**src/rtl/lab4_branch_pht_pkg.sv**
```systemverilog
// Shared types and helpers for the branch PHT scheduler.
package lab4_branch_pht_pkg;

  typedef enum logic {
    ST_INIT = 1'b0,
    ST_RUN  = 1'b1
  } top_state_e;

  typedef enum logic {
    U_IDLE  = 1'b0,
    U_WRITE = 1'b1
  } upd_state_e;

  // Weakly not-taken.
  localparam logic [1:0] INIT_VAL_DEF = 2'b01;

  // 2-bit saturating counter step; never wraps.
  function automatic logic [1:0] sat_update(input logic [1:0] ctr, input logic taken);
    logic [1:0] res;
    res = ctr;
    if (taken) begin
      if (ctr != 2'b11) res = ctr + 2'b01;
    end else begin
      if (ctr != 2'b00) res = ctr - 2'b01;
    end
    return res;
  endfunction

endpackage

```
**src/rtl/lab4_branch_pht_upd_queue.sv**
```systemverilog
// Small FIFO holding pending branch-resolution updates.
module lab4_branch_pht_upd_queue
  import lab4_branch_pht_pkg::*;
#(
  parameter int unsigned WIDTH = 12,
  parameter int unsigned DEPTH = 4
) (
  input  logic             clk,
  input  logic             reset,
  input  logic             enq_val,
  output logic             enq_rdy,
  input  logic [WIDTH-1:0] enq_data,
  input  logic             pop,
  output logic [WIDTH-1:0] head,
  output logic             full,
  output logic             empty
);

  localparam int unsigned PTR_W = $clog2(DEPTH);
  localparam int unsigned CNT_W = $clog2(DEPTH + 1);

  logic [WIDTH-1:0] mem_q [DEPTH];
  logic [PTR_W-1:0] wptr_q, wptr_d;
  logic [PTR_W-1:0] rptr_q, rptr_d;
  logic [CNT_W-1:0] cnt_q, cnt_d;
  logic             enq_fire;
  logic             pop_fire;

  // Status flags, handshakes and pointer/occupancy next state.
  always_comb begin
    full     = (cnt_q == CNT_W'(DEPTH));
    empty    = (cnt_q == '0);
    enq_rdy  = !full;
    enq_fire = enq_val && !full;
    pop_fire = pop && !empty;
    head     = mem_q[rptr_q];
    wptr_d   = enq_fire ? (wptr_q + PTR_W'(1)) : wptr_q;
    rptr_d   = pop_fire ? (rptr_q + PTR_W'(1)) : rptr_q;
    cnt_d    = cnt_q;
    if (enq_fire && !pop_fire) begin
      cnt_d = cnt_q + CNT_W'(1);
    end else if (!enq_fire && pop_fire) begin
      cnt_d = cnt_q - CNT_W'(1);
    end
  end

  // Pointer and occupancy registers; reset discards all entries.
  always_ff @(posedge clk or posedge reset) begin
    if (reset) begin
      wptr_q <= '0;
      rptr_q <= '0;
      cnt_q  <= '0;
    end else begin
      wptr_q <= wptr_d;
      rptr_q <= rptr_d;
      cnt_q  <= cnt_d;
    end
  end

  // Entry storage; contents are meaningless once the count says empty.
  always_ff @(posedge clk) begin
    if (enq_fire) mem_q[wptr_q] <= enq_data;
  end

endmodule

```
**src/rtl/lab4_branch_pht_sched.sv**
```systemverilog
// Owns the PHT read/write ports: init sweep, lookup/update arbitration, update RMW.
module lab4_branch_pht_sched
  import lab4_branch_pht_pkg::*;
#(
  parameter int unsigned PHT_SIZE  = 2048,
  parameter int unsigned UPD_DEPTH = 4,
  parameter logic [1:0]  INIT_VAL  = INIT_VAL_DEF,
  localparam int unsigned IDX_W    = $clog2(PHT_SIZE)
) (
  input  logic             clk,
  input  logic             reset,
  input  logic             pred_val,
  output logic             pred_rdy,
  input  logic [31:0]      pred_pc,
  output logic             pred_taken,
  input  logic             upd_val,
  output logic             upd_rdy,
  input  logic [31:0]      upd_pc,
  input  logic             upd_taken,
  output logic [IDX_W-1:0] pht_raddr,
  input  logic [1:0]       pht_rdata,
  output logic             pht_wen,
  output logic [IDX_W-1:0] pht_waddr,
  output logic [1:0]       pht_wdata,
  output logic             init_done
);

  localparam int unsigned ENT_W = IDX_W + 1;

  top_state_e       top_q, top_d;
  upd_state_e       ust_q, ust_d;
  logic [IDX_W-1:0] sweep_q, sweep_d;
  logic [IDX_W-1:0] wr_idx_q, wr_idx_d;
  logic [1:0]       wr_ctr_q, wr_ctr_d;
  logic             wr_tkn_q, wr_tkn_d;

  logic [IDX_W-1:0] pred_idx;
  logic [IDX_W-1:0] upd_idx;
  logic [ENT_W-1:0] q_head;
  logic [IDX_W-1:0] head_idx;
  logic             head_tkn;
  logic             q_full;
  logic             q_empty;
  logic             q_pop;
  logic             upd_gnt;
  logic             pred_gnt;
  logic [1:0]       wr_val;
  logic             unused_pc;

  assign pred_idx  = pred_pc[IDX_W+1:2];
  assign upd_idx   = upd_pc[IDX_W+1:2];
  assign head_idx  = q_head[ENT_W-1:1];
  assign head_tkn  = q_head[0];
  assign unused_pc = ^{pred_pc[31:IDX_W+2], pred_pc[1:0], upd_pc[31:IDX_W+2], upd_pc[1:0]};

  lab4_branch_pht_upd_queue #(
    .WIDTH (ENT_W),
    .DEPTH (UPD_DEPTH)
  ) u_queue (
    .clk      (clk),
    .reset    (reset),
    .enq_val  (upd_val),
    .enq_rdy  (upd_rdy),
    .enq_data ({upd_idx, upd_taken}),
    .pop      (q_pop),
    .head     (q_head),
    .full     (q_full),
    .empty    (q_empty)
  );

  // Next-state logic for both FSMs, read-port arbiter and write-port mux.
  always_comb begin
    top_d      = top_q;
    ust_d      = ust_q;
    sweep_d    = sweep_q;
    wr_idx_d   = wr_idx_q;
    wr_ctr_d   = wr_ctr_q;
    wr_tkn_d   = wr_tkn_q;
    q_pop      = 1'b0;
    upd_gnt    = 1'b0;
    pred_gnt   = 1'b0;
    pred_taken = 1'b0;
    wr_val     = sat_update(wr_ctr_q, wr_tkn_q);
    pht_raddr  = pred_idx;
    pht_wen    = 1'b0;
    pht_waddr  = wr_idx_q;
    pht_wdata  = wr_val;
    init_done  = (top_q == ST_RUN);
    pred_rdy   = init_done && !q_full;

    case (top_q)
      ST_INIT: begin
        pht_wen   = 1'b1;
        pht_waddr = sweep_q;
        pht_wdata = INIT_VAL;
        sweep_d   = sweep_q + IDX_W'(1);
        if (sweep_q == IDX_W'(PHT_SIZE - 1)) top_d = ST_RUN;
      end
      ST_RUN: begin
        // Updates only preempt lookups once the queue is full.
        upd_gnt  = !q_empty && (q_full || !pred_val);
        pred_gnt = pred_val && pred_rdy;
        if (ust_q == U_WRITE) pht_wen = 1'b1;
        if (upd_gnt) begin
          pht_raddr = head_idx;
          q_pop     = 1'b1;
          wr_idx_d  = head_idx;
          wr_tkn_d  = head_tkn;
          // Same-index write in flight: the array still holds the stale value.
          wr_ctr_d  = ((ust_q == U_WRITE) && (wr_idx_q == head_idx)) ? wr_val : pht_rdata;
          ust_d     = U_WRITE;
        end else begin
          ust_d = U_IDLE;
        end
        if (pred_gnt) pred_taken = pht_rdata[1];
      end
      default: top_d = ST_INIT;
    endcase

    if (reset) pht_wen = 1'b0;
  end

  // State registers; reset aborts the sweep and any pending write.
  always_ff @(posedge clk or posedge reset) begin
    if (reset) begin
      top_q    <= ST_INIT;
      ust_q    <= U_IDLE;
      sweep_q  <= '0;
      wr_idx_q <= '0;
      wr_ctr_q <= '0;
      wr_tkn_q <= 1'b0;
    end else begin
      top_q    <= top_d;
      ust_q    <= ust_d;
      sweep_q  <= sweep_d;
      wr_idx_q <= wr_idx_d;
      wr_ctr_q <= wr_ctr_d;
      wr_tkn_q <= wr_tkn_d;
    end
  end

endmodule

```
**config.mk**
```make
export PLATFORM = sky130hd
export DESIGN_NAME = lab4_branch_pht_sched
export DESIGN_NICKNAME = d
export VERILOG_FILES = /design/src/rtl/lab4_branch_pht_pkg.sv /design/src/rtl/lab4_branch_pht_upd_queue.sv /design/src/rtl/lab4_branch_pht_sched.sv
export SDC_FILE = /design/constraint.sdc
export NUM_CORES = 1
export LEC_CHECK = 0
export ABC_AREA = 1
export ABC_CLOCK_PERIOD_IN_PS = 3400
export CORE_ASPECT_RATIO = 2
export CORE_MARGIN = 8
export CORE_UTILIZATION = 49
export CTS_CLUSTER_SIZE = 25
export DETAILED_ROUTE_END_ITERATION = 16
export PLACE_DENSITY_LB_ADDON = 0.15
export SYNTH_ARGS = -nofsm -noshare
export SYNTH_HDL_FRONTEND = slang
export SYNTH_SLANG_ARGS = --single-unit
```
**constraint.sdc**
```tcl
create_clock -name clk -period 3.4 [get_ports clk]
set_clock_uncertainty 0.15 [all_clocks]
set_input_delay 0.34 -clock clk [delete_from_list [all_inputs] [get_ports clk]]
set_output_delay 0.34 -clock clk [all_outputs]
set_load 0.1 [all_outputs]
```
**Yosys cells after proc, flatten, opt, wreduce, memory -nomap -nowiden**

Memories as Yosys holds them, arrays and structs flattened.
Cells that the tools add are included.

- Add/sub/neg operators: 7
- Reductions and logical operators: 18
- Mux-type cells: 21
- Equality and inequality tests: 4
- Bitwise logic cells: 1

Operators with widths:

| operator | number |
|---|---|
| $mux 11 | 3 |
| $add 11x1->11 const B | 1 |
| $eq 11x11->1 | 1 |
| $eq 11x11->1 const B | 1 |
| $mux 1 | 10 |
| $mux 2 | 5 |
| $logic_and 1x1->1 | 8 |
| $add 2x1->2 const B | 3 |
| $mux 3 | 2 |
| $logic_not 1->1 | 5 |
| $reduce_bool 2->1 | 2 |
| $add 3x1->3 const B | 1 |
| $eq 3x3->1 const B | 1 |
| $logic_not 3->1 | 1 |
| $sub 3x1->3 const B | 1 |
| $ne 2x2->1 const B | 1 |
| $pmux 1 s2 | 1 |
| $reduce_and 2->1 | 1 |
| $sub 2x1->2 const B | 1 |
| $logic_or 1x1->1 | 1 |
| $not 1->1 | 1 |

- Flip-flop bits (word level): 34
- Memories kept: 1
- Bits in writable memories: 48
- Input bits: 71

Memories:

| name | words | bits a word | rd ports | clocked after memory_dff | wr ports | RTL line | text |
|---|---|---|---|---|---|---|---|
| u_queue.mem_q | 4 | 12 | 1 | 0 | 1 | lab4_branch_pht_upd_queue.sv:22 | `logic [WIDTH-1:0] mem_q [DEPTH];` |

**Depth between registers and ports, before layout**

- Word-level depth: 9
- Mapped depth: 15
- Gate-level depth less buffers: 13

**Hierarchy**

Synthesis repeated with hierarchy kept, for this count alone.

- Cell total of the unflattened synthesis: 442
- Area, all modules: 4,070.2 um2

By module, submodules not included:

| module | area each (um2) | seq. area each (um2) | cells each | times used |
|---|---|---|---|---|
| lab4_branch_pht_upd_queue | 2,412.3 | 1,616.6 | 202 | 1 |
| lab4_branch_pht_sched | 1,657.8 | 675.6 | 240 | 1 |

**Worst setup path after synthesis**

No wires, ideal clock.

- Path kind: flip-flop to output port
- Start point: register top_q (netlist: init_done)
- End point: output port pred_taken
- Slack: -1.267 ns
- Data arrival time: 4.177 ns
- Path buffers: 0
- Cell stages (with the launch flop): 3
- Required time: 2.910 ns
- Path through: dfrtp_1 inv_1 nor4_1

- Cells in the longest elaborated chain, start to end: 4

RTL lines:

| what | RTL line | text |
|---|---|---|
| start, declared | lab4_branch_pht_sched.sv:30 | `top_state_e top_q, top_d;` |
| start signal, assigned | lab4_branch_pht_sched.sv:133 | `top_q <= top_d;` |
| $logic_and 1x1->1 | lab4_branch_pht_sched.sv:89 | `pred_rdy = init_done && !q_full;` |
| $logic_and 1x1->1 | lab4_branch_pht_sched.sv:102 | `pred_gnt = pred_val && pred_rdy;` |
| $mux 1 | lab4_branch_pht_sched.sv:115 | `if (pred_gnt) pred_taken = pht_rdata[1];` |
| $mux 1 * | lab4_branch_pht_sched.sv:91 | `case (top_q)` |
| end, declared | lab4_branch_pht_sched.sv:15 | `output logic pred_taken,` |

Every way passes the cells marked *; elsewhere a longest branch is shown, timed or not.

**Worst setup path in the final report**

- Start point: register u_queue.cnt_q[0]
- End point: output port upd_rdy

- Cells in the longest elaborated chain, start to end: 2

RTL lines:

| what | RTL line | text |
|---|---|---|
| start, declared | lab4_branch_pht_upd_queue.sv:25 | `logic [CNT_W-1:0] cnt_q, cnt_d;` |
| start signal, assigned | lab4_branch_pht_upd_queue.sv:56 | `cnt_q <= cnt_d;` |
| $eq 3x3->1 | lab4_branch_pht_upd_queue.sv:31 | `full = (cnt_q == CNT_W'(DEPTH));` |
| $logic_not 1->1 | lab4_branch_pht_upd_queue.sv:33 | `enq_rdy = !full;` |
| end, declared | lab4_branch_pht_sched.sv:17 | `output logic upd_rdy,` |

Every way passes these cells.

==> implementation parameters <==
Parameter                              Value

CTS
  Clock network latency to the later pin of the worst-skew pair ... approximately 0.33 ns
  Reg clk slew, reported paths ... 0.06 ns
  Maximum level of the CTS H-tree ... 3
  Hold bufs inserted after CTS ... 0
  TritonCTS clock tree ... yes
  Sinks on the clock net ... 82
  PostCTS Resize Cnt ... 0
  Number of buffers on the longest clock path ... 2
  Number of CTS-inserted buffers ... 9
  Post-CTS setup buffer count ... 0
  Buffer type at the clock tree root ... sky130_fd_sc_hd__clkbuf_16

Final layout
  Fraction of layout instances using a drive strength above 1 ... 17.5%
  Total area of multi-input combinational cells ... 1450 µm²
  Antenna diode count ... 0
  Count of nets after finishing ... 564
  Final Instance Count excl. Fillers ... 587
  Number of fill cells ... 654
  Final core utilization ... 63.5%
  Final Cell Area ... 5050 µm²
  Area of all sequential standard cells ... 2290 µm²
  Area growth syn-to-layout ... 25.9%

Drt
  Drt first pass iters ... 5
  Routed Antenna Nets ... 0
  Residual DRC ... 0
  Total wire length after detailed routing ... 8470 µm
  Starting DRC count in detailed routing ... approximately 170
  Total via count in the routed design ... between 2000 and 3000
  Routed wire per std cell ... around 14 µm
  Avg Vias per Cell ... 4.99

Worst setup path
  RR Startpoint ... u_queue.cnt_q[0]
  Kind of end point of the critical path ... output pin
  Worst reg-to-reg setup slack ... 1.00 ns
  Worst r2r dst ... u_queue.cnt_q[1]
  Path type of the worst setup path ... reg -> out
  Endpoint of the worst setup timing path ... upd_rdy
  Gate family responsible for the most delay along the worst path ... buffers and inverters
  List of cells traversed by the critical path ... nor2_1, inv_2, nor2_2, inv_1, clkdlybuf4s50_1
  Critical path launch point ... u_queue.cnt_q[0]
  Critical Path Slowest Stage Cell ... sky130_fd_sc_hd__clkdlybuf4s50_1
  Data arrival time at the worst-slack endpoint ... roughly 2.2 ns
  Data required time at the worst endpoint ... between 2 and 3 ns
  Stages on worst setup path ... 5
  Number of cells on the worst reg-to-reg path ... 10
  Largest fanout on the critical path ... 4
  Largest stage delay on the critical path ... 0.97 ns
  Startpoint type of the worst setup path ... flip-flop
  Number of buffers and inverters on the critical path ... 3

Power and ir drop
  Clock power frac ... 44.4%
  Cell-internal power ... 0.00169 W
  Fraction of power consumed by sequential logic ... 49.0%
  Logic pwr share ... 6.6%
  Pleak ... 2.30 nW
  Sw Pwr ... 0.000467 W
  Max rail drop VDD ... 551 µV
  PwrDens ... between 400 and 500 nW/µm²
  Proportion of total power due to net switching ... a little over a fifth

Place
  GP Congestion ... slightly below 0.8
  Dpl hpwl ... 6400 µm
  Post-placement setup slack ... just under 0.8 ns
  Count of buffers from port buffering ... 57
  Placed standard-cell area ... 4740 µm²
  Number of placed instances, taps included ... roughly 570

Logic synthesis
  Synthesized net count ... 500
  Summed instance area of the synthesized netlist ... 4010 µm²
  Async SR Flop Fraction ... 41.5%
  Count of state elements after synthesis ... 82
  Library cell with the highest instance count after synthesis ... sky130_fd_sc_hd__nand2_1
  Flip-flop cell with the highest count after synthesis ... sky130_fd_sc_hd__edfxtp_1
  Warnings from Yosys ... 0
  Share of Yosys cell area claimed by the top area cell type ... 36.0%
  Cell types occupying the most area after synthesis ... sky130_fd_sc_hd__edfxtp_1 (36%), sky130_fd_sc_hd__dfrtp_1 (21%), sky130_fd_sc_hd__nand2_1 (12%)
  Mean post-synth cell area ... 9.50 µm²
  Most instantiated cells after synthesis ... sky130_fd_sc_hd__nand2_1 (133), sky130_fd_sc_hd__edfxtp_1 (48), sky130_fd_sc_hd__inv_1 (42), sky130_fd_sc_hd__nand3_1 (36), sky130_fd_sc_hd__dfrtp_1 (34)
  Post-synth EDFFs ... 48
  Area leader, netlist ... sky130_fd_sc_hd__edfxtp_1
  Sequential cell area fraction in the yosys report ... between 50% and 60%
  Cell variety after synth ... 29
  Post-synthesis instance total ... 422

STA
  Total count of max-transition violations in the final report ... 0
  Setup violations, final ... 0
  Maximum achievable frequency ... 0.374 GHz
  Final worst path period need ... 2.67 ns
  Slew @ Worst Pin ... 0.965 ns
  Rel. slew slack ... 35.4%
  Setup repair after global routing missed its margin ... no
  Final Hold Violating Endpoints ... 0
  Share of the clock period used by the worst path after layout ... approximately four fifths
  Worst path setup slack after routing ... 0.725 ns

Min path
  Min-delay worst type ... in -> async

Global routing
  Global-route wire length before repair ... around 15000 µm
  Number of global-route vias before repair ... a little over 3000
  Total congestion overflow ... 0
  GRT Total Usage ... between 10% and 20%
  Number of antenna violations at the first check in global routing ... 0
  Largest net degree at the start of global routing ... 35

Die
  Row count ... 46
  Y dimension of the die ... 144 µm
  Die extent in x ... 80.0 µm
  Core Area ... just under 8000 µm²
  Top-level I/O count ... 100
  Starting density of the core ... between 50% and 60%
  DIE AREA ... between 10000 and 15000 µm²

Flow run
  Max-cap violations ... 0

Run status
  Status ... completed
cell families (layout without fill, tap and decap cells):
family | Yosys count | count (layout) | share of synthesized area (%)
mux | 1 | 1 | 0.281
xor+xnor | 15 | 15 | 3.28
buf+inv | 60 | 129 | 6.93
compound gates | 35 | 35 | 4.46
flops | 82 | 82 | 57.2
simple gates | 222 | 222 | 25.5
fa+ha+maj | 7 | 7 | 2.37
through the flow:
step	total power [W]	hold slack [ns]	setup TNS [ns]
after floorplan	0.00114	0.289	-2.93
after global placement	0.00122	0.306	0
after detailed placement	0.00122	0.313	0
after CTS	0.00217	0.300	0
after global routing	0.00222	0.349	0
final	0.00215	0.280	0
power by group through the flow:
stage / logic (W) / registers (W) / clock network (W)
after CTS: 0.000144 / 0.00105 / 0.000976
after detailed placement: 0.000144 / 0.00108 / 0
after global placement: 0.000143 / 0.00108 / 0
final: 0.000142 / 0.00106 / 0.000956
after floorplan: 0.0000690 / 0.00108 / 0
after global routing: 0.000150 / 0.00105 / 0.00102
layout make-up:
cell class                      instances  area share, %
Clock buffer                            9           4.46
Clock inverter                          7           1.51
Inverter                               47           3.60
Multi-Input combinational cell        280           28.6
Sequential cell                        82           45.4
Tap cell                               96           2.38
Timing Repair Buffer                   66           14.0
worst min-delay path: stages:
cell                              delay, ns
sky130_fd_sc_hd__clkdlybuf4s50_1       0.41
sky130_fd_sc_hd__inv_1                 0.06
sky130_fd_sc_hd__buf_4                 0.38
placed cells by master, fill, tap and decap left out, drive strengths merged:
master,netlist,routed
o21ai,27,27
buf,10,37
fa,1,1
nor2,24,24
clkinvlp,0,2
mux2,1,1
nor3,3,3
o31ai,1,1
clkinv,0,2
nor4,1,1
dfrtp,34,34
clkbuf,3,9
a21oi,6,6
nand4,3,3
nand2,138,138
xor2,12,12
nand3,52,52
inv,47,49
edfxtp,48,48
or2,1,1
clkdlybuf4s50,0,29
bufinv,0,1
o22ai,1,1
ha,6,6
xnor2,3,3
metal layers:
metal	vias up	part of all wire, %	routed length, µm	track usage, %
met5	-	0	0	0
met4	0	2.0	171	7.63
met3	13	4.8	410	3.57
met2	63	54	4590	28.3
met1	1350	39	3300	17.7
li1	1502	-	-	-
how the worst min path moves through the flow:
stage                      from                   to  slack (ns)  depth (start not counted)
floorplan             upd_taken  u_queue.mem_q[0][0]        0.29                          0
global placement    sweep_q[10]          sweep_q[10]        0.31                          1
detailed placement   sweep_q[5]           sweep_q[5]        0.31                          1
CTS                       reset          sweep_q[10]        0.30                          3
global route         sweep_q[5]           sweep_q[5]        0.35                          1
finish                    reset          wr_idx_q[7]        0.28                          3
flip-flops by register name, indices dropped and copies added (netlist names):
| signal | cells |
|---|---|
| init_done | 1 |
| sweep_q | 11 |
| u_queue.cnt_q | 3 |
| u_queue.mem_q | 48 |
| u_queue.rptr_q | 2 |
| u_queue.wptr_q | 2 |
| ust_q | 1 |
| wr_ctr_q | 2 |
| wr_idx_q | 11 |
| wr_tkn_q | 1 |
Note: power is estimated with default switching activity, not from simulation.
